[src/rtl/serial_subtractor_if.sv]
// Start/done handshake bundle for the bit-serial subtractor.
// The master drives the request and operands; the slave returns status and results.
interface serial_subtractor_if #(
  parameter int SIZE = 8
);
  logic            start;
  logic [SIZE-1:0] x;
  logic [SIZE-1:0] y;
  logic            bin;
  logic            busy;
  logic            done;
  logic [SIZE-1:0] diff;
  logic            bout;
  logic            ovf;

  modport master (
    output start, x, y, bin,
    input  busy, done, diff, bout, ovf
  );

  modport slave (
    input  start, x, y, bin,
    output busy, done, diff, bout, ovf
  );
endinterface

[src/rtl/serial_subtractor.sv]
// Bit-serial subtractor: diff = x - y - bin, LSB first, one bit per clock,
// using one full-subtractor cell, a borrow flip-flop and a bit counter.
module serial_subtractor #(
  parameter int SIZE = 8
) (
  input logic                clk,
  input logic                rst_n,
  serial_subtractor_if.slave bus
);
  localparam int CW = ($clog2(SIZE) > 1) ? $clog2(SIZE) : 1;

  typedef enum logic {IDLE = 1'b0, SHIFT = 1'b1} state_t;

  state_t          state_r;
  logic [SIZE-1:0] xs_r;
  logic [SIZE-1:0] ys_r;
  logic            b_r;
  logic [CW-1:0]   cnt_r;
  logic            busy_r;
  logic            done_r;
  logic [SIZE-1:0] diff_r;
  logic            bout_r;
  logic            ovf_r;

  logic d_s;
  logic b_next_s;
  logic last_s;

  // Full-subtractor cell on the current LSBs plus last-bit detection
  always_comb begin
    d_s      = xs_r[0] ^ ys_r[0] ^ b_r;
    b_next_s = (~xs_r[0] & ys_r[0]) | (~(xs_r[0] ^ ys_r[0]) & b_r);
    last_s   = (cnt_r == CW'(SIZE - 1));
  end

  // Control FSM and datapath; every output is registered
  always_ff @(posedge clk or negedge rst_n) begin
    if (!rst_n) begin
      state_r <= IDLE;
      xs_r    <= {SIZE{1'b0}};
      ys_r    <= {SIZE{1'b0}};
      b_r     <= 1'b0;
      cnt_r   <= {CW{1'b0}};
      busy_r  <= 1'b0;
      done_r  <= 1'b0;
      diff_r  <= {SIZE{1'b0}};
      bout_r  <= 1'b0;
      ovf_r   <= 1'b0;
    end else begin
      case (state_r)
        IDLE: begin
          done_r <= 1'b0;
          if (bus.start) begin
            xs_r    <= bus.x;
            ys_r    <= bus.y;
            b_r     <= bus.bin;
            cnt_r   <= {CW{1'b0}};
            busy_r  <= 1'b1;
            state_r <= SHIFT;
          end else begin
            busy_r  <= 1'b0;
            state_r <= IDLE;
          end
        end
        SHIFT: begin
          xs_r   <= xs_r >> 1;
          ys_r   <= ys_r >> 1;
          b_r    <= b_next_s;
          diff_r <= {d_s, diff_r[SIZE-1:1]};
          if (last_s) begin
            // Overflow: borrow into the MSB differs from borrow out of it
            bout_r  <= b_next_s;
            ovf_r   <= b_r ^ b_next_s;
            done_r  <= 1'b1;
            busy_r  <= 1'b0;
            cnt_r   <= {CW{1'b0}};
            state_r <= IDLE;
          end else begin
            cnt_r   <= cnt_r + CW'(1);
            state_r <= SHIFT;
          end
        end
        default: begin
          state_r <= IDLE;
          busy_r  <= 1'b0;
          done_r  <= 1'b0;
        end
      endcase
    end
  end

  assign bus.busy = busy_r;
  assign bus.done = done_r;
  assign bus.diff = diff_r;
  assign bus.bout = bout_r;
  assign bus.ovf  = ovf_r;
endmodule

[src/flat_wrapper.sv]
// flat-port wrapper written by rule: the top's interface ports become plain ports
module serial_subtractor_flat 
#(
  parameter int SIZE = 8
)
  (clk, rst_n, bus_start, bus_x, bus_y, bus_bin, bus_busy, bus_done, bus_diff, bus_bout, bus_ovf);
  serial_subtractor_if #(.SIZE(SIZE)) bus_i ();
  input logic clk;
  input logic rst_n;
  input wire logic [$bits(bus_i.start)-1:0] bus_start;
  input wire logic [$bits(bus_i.x)-1:0] bus_x;
  input wire logic [$bits(bus_i.y)-1:0] bus_y;
  input wire logic [$bits(bus_i.bin)-1:0] bus_bin;
  output wire logic [$bits(bus_i.busy)-1:0] bus_busy;
  output wire logic [$bits(bus_i.done)-1:0] bus_done;
  output wire logic [$bits(bus_i.diff)-1:0] bus_diff;
  output wire logic [$bits(bus_i.bout)-1:0] bus_bout;
  output wire logic [$bits(bus_i.ovf)-1:0] bus_ovf;
  assign bus_i.start = bus_start;
  assign bus_i.x = bus_x;
  assign bus_i.y = bus_y;
  assign bus_i.bin = bus_bin;
  assign bus_busy = bus_i.busy;
  assign bus_done = bus_i.done;
  assign bus_diff = bus_i.diff;
  assign bus_bout = bus_i.bout;
  assign bus_ovf = bus_i.ovf;
  serial_subtractor #(.SIZE(SIZE)) u_core (.clk(clk), .rst_n(rst_n), .bus(bus_i));
endmodule
[config.mk]
export PLATFORM = sky130hd
export DESIGN_NAME = serial_subtractor_flat
export DESIGN_NICKNAME = d
export VERILOG_FILES = /design/src/rtl/serial_subtractor_if.sv /design/src/rtl/serial_subtractor.sv /design/src/flat_wrapper.sv
export SDC_FILE = /design/constraint.sdc
export NUM_CORES = 1
export LEC_CHECK = 0
export BUFFER_PORTS_ARGS = -buffer_cell sky130_fd_sc_hd__buf_4
export CORE_AREA = 2 2 52 74
export CTS_BUF_LIST = sky130_fd_sc_hd__clkbuf_8 sky130_fd_sc_hd__clkbuf_16
export DETAILED_ROUTE_END_ITERATION = 12
export DIE_AREA = 0 0 54 76
export HOLD_SLACK_MARGIN = 0.08
export PLACE_DENSITY = 0.73
export SLEW_MARGIN = 25
export SYNTH_ARGS = -nofsm -noshare
export SYNTH_HDL_FRONTEND = slang
export SYNTH_SLANG_ARGS = --single-unit
[constraint.sdc]
create_clock -name clk -period 3.18 [get_ports clk]
set_input_delay 0.318 -clock clk [delete_from_list [all_inputs] [get_ports clk]]
set_output_delay 0.318 -clock clk [all_outputs]
set_load 0.03 [all_outputs]
==> results by group <==
Critical path
  • RR Endpoint: u_core.cnt_r[1]$_DFFE_PN0P_
  • Critical Path, Cell by Cell: buf_4 -> nor2b_1 -> a22o_1
  • Largest stage delay on the critical path: 0.65 ns
  • R2R Setup Slk: 1.67 ns
  • Reg2reg start: u_core.state_r$_DFF_PN0_
  • CP startpoint kind: flop
  • Kind of critical path: reg -> reg
  • Worst path required time: 3.40 ns
  • Crit. End Element: flop
  • Reg2reg path depth: 3
  • WP buf/inv: 1
  • Slowest CP cell: dfrtp_1
  • Critical path data arrival time: 1.73 ns
  • Critical Path Stages: 3
  • Top delay family on crit path: flip-flops
  • CP max FO: 34

Floorplan
  • Die Y: 76 um
  • Starting Density: 42.91%
  • Core area: 3513 sq um
  • Ports: 32
  • DIE AREA: 4104 sq um
  • Die width: 54 um
  • Core Rows: 26

Min path
  • Worst hold start: bus_x[7]
  • WHS Path Cells: 3
  • HP Class: in -> reg
  • Hold path endpoint: u_core.xs_r[7]$_DFFE_PN0P_

Clocking
  • H-tree depth reported by CTS: 2
  • Clk buf depth: 2
  • Clock input transition at the sequential cells of the worst setup and hold paths: 0.06 ns
  • # resized after CTS: 0
  • Clock Latency Late Sink: 0.29 ns
  • Buffer count from post-CTS setup fixing: 0
  • CTS sink count: 33
  • Clk root buf: clkbuf_8
  • CTS buffer count: 5
  • TritonCTS clock tree: done

Timing
  • FMAX: 661.9 MHz
  • Hold Vio Cnt, Final: 0
  • Final Skew: 0.004959 ns
  • Setup violators final: 0
  • RSZ-0062 raised after global routing: no
  • Minimum clock period: 1.511 ns
  • Worst slew margin: 66.85%
  • Slew Limit Fails: 0
  • Fin crit share: 47.51%
  • Worst-margin pin slew: 0.4973 ns
  • Setup TNS: 0 ns

Placement
  • DP Wirelength: 1.922 mm
  • IO Port Bufs: 31
  • Final GP Congestion: 0.7022

Layout
  • Layout cell share with drive strength beyond 1: 31.58%
  • P&R area growth vs syn: 21.33%
  • NumNets Final: 176
  • Commonest non-fill, non-tap cell in the layout: dfrtp_1
  • Ant. Diodes: 0
  • Fill count: 329
  • Commonest non-fill, non-tap cells in the layout: dfrtp_1, buf_4, mux2i_1
  • Final core utilization: 52.07%

Pwr
  • Leak pwr: 0.9418 nW
  • Design Power: 1.860 mW
  • VDD IR-drop max: 0.0006156 V
  • Power Density: 1017 nW/um^2

Status
  • Status: completed

Global route
  • Initial antenna violation count: 0
  • Maximum number of pins on one net before global-route repair: 35
  • Total track usage: 15.32%
  • GR Overflow Total: 0
  • Vias in the first global route: 1023
  • First-pass GRT wire length: 4.519 mm

Detailed routing
  • Pre-antenna DRT Iters: 4
  • DR vias: 986
  • Routed wire length: 2.670 mm
  • DRT antenna net count: 0
  • 1st-iter DRT viols: 16
  • Residual DRC count: 0
  • Avg WL per Cell: 13.76 um
  • Vias per std cell: 5.082

Synth
  • Synth Instances: 119
  • Cell Area, Synth: 1508 sq um
  • Register area share after synthesis: 54.77%
  • Yosys reg bits: 33
  • Yosys synthesis warning count: 0
  • Library cells used by synthesis: 19
  • Avg Cell Area, Syn: 12.67 sq um
  • Syn nets: 143

Job
  • Max_cap viols: 0
## power breakdown
group,leakage [nW],switching [mW],total (mW),internal (mW)
sequential,0.414,0.149,0.750,0.602
combinational,0.479,0.396,0.800,0.404
clock,0.0485,0.143,0.311,0.168
total,0.942,0.687,1.86,1.17
## per-stage QoR
stage	area, sq um	std cells	hold slack [ns]	worst slack, ns
floorplan	1508	119	0.02241	1.840
global placement	1733	186	0.2726	1.756
detailed placement	1733	186	0.2855	1.698
CTS	1829	194	0.2808	1.676
global route	1829	194	0.3096	1.555
finish	1829	194	0.2873	1.669
## worst max-delay path by stage
stage / slack, ns / end / startpoint
6_report: 1.67 / u_core.cnt_r[1]$_DFFE_PN0P_ / u_core.state_r$_DFF_PN0_
5_1_grt: 1.56 / u_core.cnt_r[1]$_DFFE_PN0P_ / u_core.state_r$_DFF_PN0_
4_1_cts: 1.68 / u_core.cnt_r[1]$_DFFE_PN0P_ / u_core.state_r$_DFF_PN0_
3_5_place_dp: 1.70 / u_core.cnt_r[1]$_DFFE_PN0P_ / u_core.state_r$_DFF_PN0_
3_3_place_gp: 1.76 / u_core.cnt_r[2]$_DFFE_PN0P_ / u_core.state_r$_DFF_PN0_
2_1_floorplan: 1.84 / u_core.bus.ovf$_DFFE_PN0P_ / u_core.ys_r[0]$_DFFE_PN0P_
## registers in the layout, summed over array words and instances (netlist names)
name / flops
u_core.bus.bout: 1
u_core.bus.ovf: 1
u_core.cnt_r: 3
u_core.bus.done: 1
u_core.ys_r: 8
u_core.state_r: 1
u_core.xs_r: 8
u_core.b_r: 1
u_core.bus.diff: 8
u_core.bus.busy: 1
## timing repair
action | 4_1_cts | 5_1_grt
endpoints found under the hold margin | 33 | 0
hold buffers | 1 | 0
endpoints found under the setup margin | 0 | 0
## cells by family (layout without fill, tap and decap cells)
group | after synthesis | count (layout) | synth area share, %
and+or+nand+nor | 22 | 22 | 5.892
AOI/OAI and AO/OA | 18 | 18 | 6.971
muxes | 29 | 29 | 22.24
buffers and inverters | 12 | 45 | 5.726
xor gates and xnor gates | 1 | 1 | 0.5810
DFF | 33 | 33 | 54.77
adders and majority gates | 4 | 4 | 3.818
## Yosys cell counts
library cell / instances / area [sq um]
a31o_2: 1 / 8.760
dfrtp_1: 33 / 825.8
xnor2_1: 1 / 8.760
nand2_1: 15 / 56.30
nor3b_1: 1 / 7.510
ha_1: 3 / 37.54
nor2b_1: 1 / 6.260
mux2i_1: 20 / 200.2
buf_2: 2 / 10.01
a22o_1: 3 / 26.28
buf_12: 1 / 20.02
nor2_1: 5 / 18.77
inv_1: 5 / 18.77
clkbuf_1: 1 / 3.750
buf_6: 3 / 33.78
o21ai_0: 7 / 35.03
o21ai_1: 7 / 35.03
fa_1: 1 / 20.02
mux2_4: 9 / 135.1
## worst register-to-register path: stages (launching register included)
cell,delay [ns]
dfrtp_1,0.65
buf_4,0.38
nor2b_1,0.24
a22o_1,0.17
## per-layer routing
metal	global-route usage [%]	routed length, um	vias to the layer above
met5	0	0	-
met4	7.750	53	0
met3	6.078	168	6
met2	23.66	1397	33
met1	17.82	1051	483
li1	-	-	464
## area by class of cell
class                           count  area (sq um)  area share (%)
Timing Repair Buffer               33         250.2           13.68
Multi-Input combinational cell     74         595.6           32.56
Tap cell                           42         52.55           2.873
Clock buffer                        6         82.58           4.514
Clock inverter                      1         3.754          0.2052
Inverter                            5         18.77           1.026
Sequential cell                    33         825.8           45.14
Power figures use the tool's default switching activity.
